$ cat src/rtl/hiscore_upload_server_if.sv
// Upload-path bundle: hps_io ioctl upload signals, core pause handshake and
// the second read port of the game RAM.
interface hiscore_upload_server_if #(
  parameter int AW = 10
);
  logic          ioctl_upload;
  logic          ioctl_rd;
  logic [24:0]   ioctl_addr;
  logic [7:0]    ioctl_din;
  logic          ioctl_wait;
  logic          pause_req;
  logic          pause_ack;
  logic [AW-1:0] ram_addr;
  logic          ram_rd;
  logic [7:0]    ram_q;
  logic          timeout_flag;

  // Upload server side
  modport slave (
    input  ioctl_upload, ioctl_rd, ioctl_addr, pause_ack, ram_q,
    output ioctl_din, ioctl_wait, pause_req, ram_addr, ram_rd, timeout_flag
  );

  // hps_io / core / RAM side
  modport master (
    output ioctl_upload, ioctl_rd, ioctl_addr, pause_ack, ram_q,
    input  ioctl_din, ioctl_wait, pause_req, ram_addr, ram_rd, timeout_flag
  );
endinterface

$ cat src/rtl/hiscore_upload_server.sv
// Serves HPS upload reads from a game RAM: pauses the core, then returns one
// RAM byte per ioctl_rd strobe, stalling the HPS until each byte is valid.
module hiscore_upload_server #(
  parameter int AW          = 10,
  parameter int SIZE        = 1024,
  parameter int RD_LAT      = 2,
  parameter int ACK_TIMEOUT = 65535
) (
  input  logic                    clk_sys,
  input  logic                    reset_n,
  hiscore_upload_server_if.slave  bus
);

  localparam logic [2:0] S_IDLE      = 3'd0;
  localparam logic [2:0] S_PAUSE     = 3'd1;
  localparam logic [2:0] S_READY     = 3'd2;
  localparam logic [2:0] S_READ      = 3'd3;
  localparam logic [2:0] S_DONE_HOLD = 3'd4;

  localparam logic [24:0] SIZE_L = 25'(SIZE);
  localparam logic [15:0] ACK_TO = 16'(ACK_TIMEOUT);
  localparam logic [2:0]  LAT    = 3'(RD_LAT);

  logic [2:0]    state_q, state_d;
  logic [15:0]   cnt_q,   cnt_d;
  logic [2:0]    lat_q,   lat_d;
  logic          busy_q,  busy_d;
  logic          preq_q,  preq_d;
  logic          rd_q,    rd_d;
  logic          tmo_q,   tmo_d;
  logic [7:0]    din_q,   din_d;
  logic [AW-1:0] addr_q,  addr_d;

  // Next-state logic; a falling ioctl_upload overrides everything else
  always_comb begin
    state_d = state_q;
    cnt_d   = cnt_q;
    lat_d   = lat_q;
    busy_d  = busy_q;
    preq_d  = preq_q;
    rd_d    = 1'b0;
    tmo_d   = tmo_q;
    din_d   = din_q;
    addr_d  = addr_q;

    case (state_q)
      S_IDLE: begin
        if (bus.ioctl_upload) begin
          state_d = S_PAUSE;
          preq_d  = 1'b1;
          tmo_d   = 1'b0;
          cnt_d   = '0;
        end
      end
      S_PAUSE: begin
        if (bus.pause_ack) begin
          state_d = S_READY;
        end else begin
          cnt_d = cnt_q + 16'd1;
          if (cnt_d == ACK_TO) begin
            tmo_d   = 1'b1;
            state_d = S_READY;
          end
        end
      end
      S_READY: begin
        if (bus.ioctl_rd) begin
          if (bus.ioctl_addr >= SIZE_L) begin
            din_d = 8'hFF;
          end else begin
            addr_d  = bus.ioctl_addr[AW-1:0];
            rd_d    = 1'b1;
            busy_d  = 1'b1;
            lat_d   = '0;
            state_d = S_READ;
          end
        end
      end
      S_READ: begin
        if (lat_q == LAT) begin
          din_d   = bus.ram_q;
          busy_d  = 1'b0;
          state_d = S_DONE_HOLD;
        end else begin
          lat_d = lat_q + 3'd1;
        end
      end
      S_DONE_HOLD: state_d = S_READY;
      default:     state_d = S_IDLE;
    endcase

    // Session end: drop any in-flight read; data and timeout flag are kept
    if (!bus.ioctl_upload) begin
      state_d = S_IDLE;
      preq_d  = 1'b0;
      busy_d  = 1'b0;
      rd_d    = 1'b0;
      tmo_d   = tmo_q;
      din_d   = din_q;
      addr_d  = addr_q;
    end
  end

  // State registers
  always_ff @(posedge clk_sys or negedge reset_n) begin
    if (!reset_n) begin
      state_q <= S_IDLE;
      cnt_q   <= '0;
      lat_q   <= '0;
      busy_q  <= 1'b0;
      preq_q  <= 1'b0;
      rd_q    <= 1'b0;
      tmo_q   <= 1'b0;
      din_q   <= '0;
      addr_q  <= '0;
    end else begin
      state_q <= state_d;
      cnt_q   <= cnt_d;
      lat_q   <= lat_d;
      busy_q  <= busy_d;
      preq_q  <= preq_d;
      rd_q    <= rd_d;
      tmo_q   <= tmo_d;
      din_q   <= din_d;
      addr_q  <= addr_d;
    end
  end

  // Stall is combinational on the strobe so the HPS sees it in the same cycle
  assign bus.ioctl_wait   = busy_q
                          | (bus.ioctl_rd & (state_q == S_READY))
                          | ((state_q == S_PAUSE) & bus.ioctl_upload);
  assign bus.ioctl_din    = din_q;
  assign bus.pause_req    = preq_q;
  assign bus.ram_addr     = addr_q;
  assign bus.ram_rd       = rd_q;
  assign bus.timeout_flag = tmo_q;

endmodule

$ cat src/flat_wrapper.sv
// flat-port wrapper written by rule: the top's interface ports become plain ports
module hiscore_upload_server_flat 
#(
  parameter int AW          = 10,
  parameter int SIZE        = 1024,
  parameter int RD_LAT      = 2,
  parameter int ACK_TIMEOUT = 65535
)
  (clk_sys, reset_n, bus_ioctl_upload, bus_ioctl_rd, bus_ioctl_addr, bus_pause_ack, bus_ram_q, bus_ioctl_din, bus_ioctl_wait, bus_pause_req, bus_ram_addr, bus_ram_rd, bus_timeout_flag);
  hiscore_upload_server_if #(.AW(AW)) bus_i ();
  input  logic clk_sys;
  input  logic reset_n;
  input wire logic [$bits(bus_i.ioctl_upload)-1:0] bus_ioctl_upload;
  input wire logic [$bits(bus_i.ioctl_rd)-1:0] bus_ioctl_rd;
  input wire logic [$bits(bus_i.ioctl_addr)-1:0] bus_ioctl_addr;
  input wire logic [$bits(bus_i.pause_ack)-1:0] bus_pause_ack;
  input wire logic [$bits(bus_i.ram_q)-1:0] bus_ram_q;
  output wire logic [$bits(bus_i.ioctl_din)-1:0] bus_ioctl_din;
  output wire logic [$bits(bus_i.ioctl_wait)-1:0] bus_ioctl_wait;
  output wire logic [$bits(bus_i.pause_req)-1:0] bus_pause_req;
  output wire logic [$bits(bus_i.ram_addr)-1:0] bus_ram_addr;
  output wire logic [$bits(bus_i.ram_rd)-1:0] bus_ram_rd;
  output wire logic [$bits(bus_i.timeout_flag)-1:0] bus_timeout_flag;
  assign bus_i.ioctl_upload = bus_ioctl_upload;
  assign bus_i.ioctl_rd = bus_ioctl_rd;
  assign bus_i.ioctl_addr = bus_ioctl_addr;
  assign bus_i.pause_ack = bus_pause_ack;
  assign bus_i.ram_q = bus_ram_q;
  assign bus_ioctl_din = bus_i.ioctl_din;
  assign bus_ioctl_wait = bus_i.ioctl_wait;
  assign bus_pause_req = bus_i.pause_req;
  assign bus_ram_addr = bus_i.ram_addr;
  assign bus_ram_rd = bus_i.ram_rd;
  assign bus_timeout_flag = bus_i.timeout_flag;
  hiscore_upload_server #(.AW(AW), .SIZE(SIZE), .RD_LAT(RD_LAT), .ACK_TIMEOUT(ACK_TIMEOUT)) u_core (.clk_sys(clk_sys), .reset_n(reset_n), .bus(bus_i));
endmodule
$ cat config.mk
export PLATFORM = sky130hd
export DESIGN_NAME = hiscore_upload_server_flat
export DESIGN_NICKNAME = d
export VERILOG_FILES = /design/src/rtl/hiscore_upload_server_if.sv /design/src/rtl/hiscore_upload_server.sv /design/src/flat_wrapper.sv
export SDC_FILE = /design/constraint.sdc
export NUM_CORES = 1
export LEC_CHECK = 0
export ABC_CLOCK_PERIOD_IN_PS = 3900
export BUFFER_PORTS_ARGS = -buffer_cell sky130_fd_sc_hd__buf_2
export CAP_MARGIN = 10
export CORE_UTILIZATION = 40
export CTS_BUF_LIST = sky130_fd_sc_hd__clkbuf_8
export DETAILED_ROUTE_END_ITERATION = 6
export PLACE_DENSITY_LB_ADDON = 0.08
export SETUP_SLACK_MARGIN = 0.02
export SYNTH_ARGS = -nofsm -noshare
export SYNTH_HDL_FRONTEND = slang
export SYNTH_SLANG_ARGS = --single-unit
$ cat constraint.sdc
create_clock -name clk_sys -period 3.9 [get_ports clk_sys]
set_clock_uncertainty 0.05 [all_clocks]
set_input_delay 0 -clock clk_sys [delete_from_list [all_inputs] [get_ports clk_sys]]
set_output_delay 0 -clock clk_sys [all_outputs]
set_load 0.05 [all_outputs]
==> results of run 1 <==
-- per-layer routing --
layer | GRT usage | up-vias
met4 | 0.06182 | 0
met3 | 0.04368 | 4
met5 | 0 | -
met1 | 0.2685 | 1011
li1 | - | 1070
met2 | 0.3261 | 74
-- sequential cells by signal (all words and copies together) (netlist names) --
register                 count
u_core.cnt_q                16
u_core.bus.ram_addr         10
u_core.bus.ioctl_din         8
u_core.lat_q                 3
u_core.state_q               3
u_core.bus.pause_req         1
u_core.bus.ram_rd            1
u_core.bus.timeout_flag      1
u_core.busy_q                1
-- final cells by class --
cell class | count | area share
sequential | 44 | 0.3687
inverter | 5 | 0.006284
timing repair buffer | 80 | 0.1684
clock buffer | 5 | 0.02304
tap | 72 | 0.03016
multi-input combinational | 191 | 0.3892
clock inverter | 3 | 0.01424
-- worst reg2reg max path: stages, from the launching register on --
cell and delay (ns):
dfrtp_1 0.48, ha_1 0.41, and4_1 0.26, nand2_1 0.07
o311a_1 0.31, nor4_2 0.33, a31oi_1 0.16, o31a_1 0.31
-- stage by stage --
| stage | utilization | power, mW | hold slack [ns] | std cells |
|---|---|---|---|---|
| final | 0.5326 | 1.506 | 0.1121 | 400 |
| after global routing | 0.5326 | 1.624 | 0.1408 | 400 |
| after CTS | 0.5326 | 1.524 | 0.1019 | 400 |
| after detailed placement | 0.4770 | 1.158 | 0.1739 | 372 |
| after global placement | 0.4770 | 1.153 | 0.1697 | 372 |
| after floorplan | - | 1.021 | -0.3456 | 258 |
-- timing repair --
item / in CTS / in global routing
endpoints found under the setup margin: 0 / 0
hold buffers: 20 / 0
endpoints found under the hold margin: 68 / 0
-- path summary, 6_finish.rpt --
kind | startpoint | endpoint | slack [ns] | cells after the start
hold reg to reg | u_core.bus.ioctl_din[5] | u_core.bus.ioctl_din[5] | 0.43 | 2
setup reg to reg | u_core.cnt_q[1] | u_core.state_q[0] | 1.40 | 7
hold / removal | bus_pause_ack | u_core.bus.timeout_flag | 0.11 | 5
setup / recovery | u_core.cnt_q[1] | u_core.state_q[0] | 1.40 | 7
max in group asynchronous | reset_n | u_core.cnt_q[12] | 2.85 | 2
min in group asynchronous | reset_n | u_core.bus.ioctl_din[7] | 0.35 | 2
-- logic make-up after synthesis --
logic type               after synthesis  synth area share
AO/OA/AOI/OAI                         68            0.1711
adder cells (fa/ha/maj)                4           0.02119
buffers and inverters                 23           0.04184
multiplexers                          10           0.04767
XOR/XNOR                               5           0.01854
flip-flops                            44            0.4661
AND/OR/NAND/NOR                      104            0.2336
-- power breakdown --
part	switching (mW)	internal [mW]	total (mW)	leakage [nW]
clock network	0.152	0.189	0.341	0.0541
logic	0.385	0.160	0.545	0.771
registers	0.0833	0.536	0.619	0.590
total	0.621	0.885	1.51	1.42
-- placed cells by master, fill, tap and decap left out, types with 3 or more instances in the layout --
cell type / instances
buf_2: 59
dfrtp_1: 44
o21ai_0: 35
nand2_1: 34
nor2_1: 23
dlygate4sd3_1: 20
mux2_2: 10
nand3_1: 7
nand4_1: 7
a21oi_1: 6
a31oi_1: 5
nor4_1: 5
nor3_1: 5
o31ai_1: 5
clkbuf_8: 5
inv_1: 4
o21ai_1: 4
ha_1: 4
o21bai_1: 3
nand2b_1: 3
and3_1: 3
xnor2_1: 3
==> metrics, run 1 <==
status finished, final reports clean; Post-synth ARST share 1.000; maxcap violations 0; fmax 399.7 MHz; Post-CTS Setup Inserts 0; worst slack, placed 1.444 ns; RSZ-0062 raised after global routing no; Most used DFF post-synth dfrtp_1; antenna violations before repair 0; WL/cell 13.89 um; row count 27; diode count 0; initial DRC count 143; Worst Tran Pin Value 0.9633 ns; post-synth top area cell dfrtp_1; via count of the first global-routing pass 2117; Starting Density 0.4212; GPL Wtd Cong 0.8294; CTS tree yes; Seq/Total Area, Yosys 0.4661; Met1 Routed Length 2616 um; Buf/Inv on CP 0; WL met3 313 um; CTS Root Buffer Type clkbuf_8; synth top area cells dfrtp_1 47%, o21ai_0 7.4%, nand2_1 5.4%; Finished Cell Area 2987 um2; area post-placement 2675 um2; pin count of the biggest net entering global routing 45; flops & latches, synth 44; slowest cell delay on critical path 0.48 ns; Synthesis Warnings 0; drt total wl 5557 um; width of the die 78.85 um; Slowest-stage cell, CP dfrtp_1; syn_area_per_cell 9.156 um2; Critical Path Start Type flip-flop; Final Hold Vio Count 0; Post-Syn Area 2362 um2; flip-flop and latch area 1101 um2; Synth top cells by count 44 x dfrtp_1, 35 x o21ai_0, 34 x nand2_1, 23 x nor2_1; worst path required time 4.03 ns; Die Y 78.85 um; dominant delay contributor by cell family on the critical path compound AO/OA/AOI/OAI gates; post-CTS sizing 0; CTS Buf Count 5; First-pass DRT Iterations 4; first-pass GRT wire length 9798 um; relative slew slack 0.3578; top-count cell post-synth dfrtp_1; leakage 1.416 nW; worst path cell trace ha_1, and4_1, nand2_1, o311a_1, nor4_2, a31oi_1, o31a_1; I/O pins 60; multi-input logic area 1162 um2; Setup-failing EPs final 0; Final min period 2.502 ns; share of post-route cells with drive strength above 1 0.2622; Overall Global Routing Usage 0.2011; Slew Limit Fails 0; clock sink total 44; core area 5608 um2; CP Max Fanout 11; Remaining DRCs 0; H-tree depth 2; pwr/cell area 504.1 nW/um2; Max Buffers Root-to-Sink 2; Layout Nets 369; top routing layer in use met4; DR WL met2 2582 um; Cells after Synth 258; Clock Latency Late Sink 0.29 ns; grt ovf 0; Net Count, Synth 300; number of synthesized flops with an enable pin 0; top-area cell type share of the netlist area 0.4661; synth unique cells 44; via count 2159; PortBufs 59; Clock transition at path regs 0.08 ns; die area 6217 um2; DP HPWL 3821 um; Crit Path Class reg2reg; Hold Path Class in2reg; Final Cycle Share 0.6416; Routed Antenna Nets 0; synth-to-layout area growth 26.43%; Critical Path AT 2.63 ns; setup TNS after final layout 0 ns; Fill cells 524; via/cell ratio 5.398; Worst VDD drop 0.4165 mV; final worst setup slack 1.398 ns; Worst setup EP type flip-flop
Note: power is estimated with default switching activity, not from simulation.
==> run 2: changes to the inputs <==
--- a/config.mk
+++ b/config.mk
@@ -5,7 +5,8 @@
 export SDC_FILE = /design/constraint.sdc
 export NUM_CORES = 1
 export LEC_CHECK = 0
-export ABC_CLOCK_PERIOD_IN_PS = 3900
+export ABC_AREA = 1
+export ABC_CLOCK_PERIOD_IN_PS = 2600
 export BUFFER_PORTS_ARGS = -buffer_cell sky130_fd_sc_hd__buf_2
 export CAP_MARGIN = 10
 export CORE_UTILIZATION = 40
==> constraint.sdc (replaced) <==
create_clock -name clk_sys -period 2.6 [get_ports clk_sys]
set_clock_uncertainty 0.05 [all_clocks]
set_input_delay 0 -clock clk_sys [delete_from_list [all_inputs] [get_ports clk_sys]]
set_output_delay 0 -clock clk_sys [all_outputs]
set_load 0.05 [all_outputs]
==> metrics, run 2 <==
status finished, final reports clean; post-synthesis compound-gate area fraction 0.1073; Worst setup EP type flip-flop; H-tree depth 2; synth unique cells 36; CTS Buf Count 5; simple-gate share of the synthesized area 0.3459; drt total wl 5785 um; top-area cell type share of the netlist area 0.4431; PortBufs 59; relative slew slack 0.3378; flops & latches, synth 44; Clock Latency Late Sink 0.30 ns; Slew Limit Fails 0; Synthesis Warnings 0; WL/cell 12.18 um; Die Y 80.82 um; grt peak-use layer met2; Slowest-stage cell, CP dfrtp_1; multi-input logic area 1211 um2; first-pass GRT wire length 9735 um; Worst Tran Pin Value 0.9933 ns; GPL Wtd Cong 0.8463; hold_ws 0.08782 ns; Buf/Inv on CP 4; post-CTS sizing 0; Clock transition at path regs 0.09 ns; max FFs per register 16; number of synthesized flops with an enable pin 0; Critical Path Start Type flip-flop; setup TNS after final layout 0 ns; width of the die 80.82 um; Synth top cells by count 92 x nand2_1, 44 x dfrtp_1, 32 x nor2_1, 31 x inv_1, 15 x nand3_1; DP HPWL 4036 um; First-pass DRT Iterations 4; slowest cell delay on critical path 0.45 ns; via count of the first global-routing pass 2138; Hold Path Class in2reg; hold bufs inserted after CTS 21; syn_area_per_cell 7.914 um2; Overall Global Routing Usage 0.1930; diode count 0; CTS Root Buffer Type clkbuf_8; pwr/cell area 769.8 nW/um2; flip-flop and latch area 1101 um2; Max Buffers Root-to-Sink 2; global-route met1 utilization 0.2562; via/cell ratio 4.781; worst path required time 2.73 ns; Setup-failing EPs final 0; global-route track usage on met2 0.3193; RSZ-0062 raised after global routing no; Layout Nets 441; Routed Antenna Nets 0; grt ovf 0; antenna violations before repair 0; Final min period 1.935 ns; Crit Path Class reg2reg; initial DRC count 137; CTS tree yes; Cells after Synth 314; Final Hold Vio Count 0; mux share of post-synthesis cell area 0; Critical Path AT 2.06 ns; Worst VDD drop 0.5492 mV; share of post-route cells with drive strength above 1 0.2800; XOR/XNOR share of the synthesized area 0.01410; leakage 1.601 nW; die area 6531 um2; Biggest register u_core.cnt_q; dominant delay contributor by cell family on the critical path simple AND/OR/NAND/NOR gates; I/O pins 60; most common cell after layout, fill and taps aside nand2_1; M3 GR Usage 0.03708; Remaining DRCs 0; synth-to-layout area growth 28.30%; pin count of the biggest net entering global routing 45; Fill cells 575; fmax 516.7 MHz; Seq/Total Area, Yosys 0.4431; Most used DFF post-synth dfrtp_1; Post-Syn Area 2485 um2; via count 2271; post-synth top area cell dfrtp_1; maxcap violations 0; top-count cell post-synth nand2_1; Net Count, Synth 356; clock sink total 44; worst path cell trace nor2_1, inv_2, nor2_1, inv_1, nor2_1, inv_1, nand2_1, inv_1, nand2_1, o21ai_0; core area 5956 um2; largest family of logic cells by synthesized area simple AND/OR/NAND/NOR gates; post-synthesis adder-cell area fraction 0.02014; Post-synth ARST share 1.000; synth top area cells dfrtp_1 44%, nand2_1 14%, nor2_1 4.8%; Final Cycle Share 0.7444; Post-CTS Setup Inserts 0; Starting Density 0.4172; CP Max Fanout 13; row count 28; most frequent cells in the layout 92 x nand2_1, 59 x buf_2, 44 x dfrtp_1
[run 2: cell count changes after synthesis, sizes merged, moves of 5 or more]
| cell | delta |
|---|---|
| a31oi | -5 |
| clkbuf | -9 |
| inv | +32 |
| mux2 | -10 |
| nand2 | +66 |
| nand3 | +9 |
| nor2 | +23 |
| nor4 | -5 |
| o21ai | -16 |
| o22ai | +7 |
[run 2: cells by family after synthesis]
logic type | after synthesis
simple gates | 179
flops | 44
buf+inv | 43
compound gates | 40
xor+xnor | 4
fa+ha+maj | 4
[run 2: final timing paths]
check                                       start  cells past startpoint                endpoint  slack [ns]
max                             u_core.state_q[2]                     10         u_core.cnt_q[0]        0.66
max reg2reg                     u_core.state_q[2]                     10         u_core.cnt_q[0]        0.66
min reg2reg                u_core.bus.ram_addr[5]                      2  u_core.bus.ram_addr[5]        0.43
min in group asynchronous                 reset_n                      2         u_core.cnt_q[6]        0.35
min                                  bus_ioctl_rd                      4       u_core.state_q[1]        0.09
max in group asynchronous                 reset_n                      2       u_core.bus.ram_rd        1.53
[run 2: where the power goes]
group / internal [mW] / switching (mW) / total [mW]
combinational: 0.294 / 0.735 / 1.03
sequential: 0.811 / 0.0882 / 0.899
clock: 0.284 / 0.241 / 0.525
[run 2: cell type report]
cell class	count	share of cell area
tap	75	0.02943
clock inverter	3	0.01334
multi-input combinational	227	0.3799
sequential	44	0.3454
clock buffer	5	0.02159
timing repair buffer	83	0.1656
inverter	38	0.04474
[run 2: metrics by stage]
step	worst slack [ns]	instance area, um2	power, mW	utilization	cells
finish	0.6646	3188	2.454	0.5353	475
global route	0.4297	3188	2.626	0.5353	475
CTS	0.6402	3188	2.489	0.5353	475
detailed placement	0.6558	2867	1.924	0.4813	446
global placement	0.7066	2867	1.911	0.4813	446
floorplan	0.8171	2485	1.681	-	314
[run 2: worst reg2reg max path, cell delays in order (launching register included)]
cell and delay (ns):
dfrtp_1 0.45, nor2_1 0.18, inv_2 0.07, nor2_1 0.12
inv_1 0.07, nor2_1 0.16, inv_1 0.09, nand2_1 0.34
inv_1 0.14, nand2_1 0.07, o21ai_0 0.08
[run 2: metal layers]
metal,up-vias,routed length [um]
li1,1179,-
met1,1024,2741
met2,62,2740
met3,6,254
met4,0,49
met5,-,0
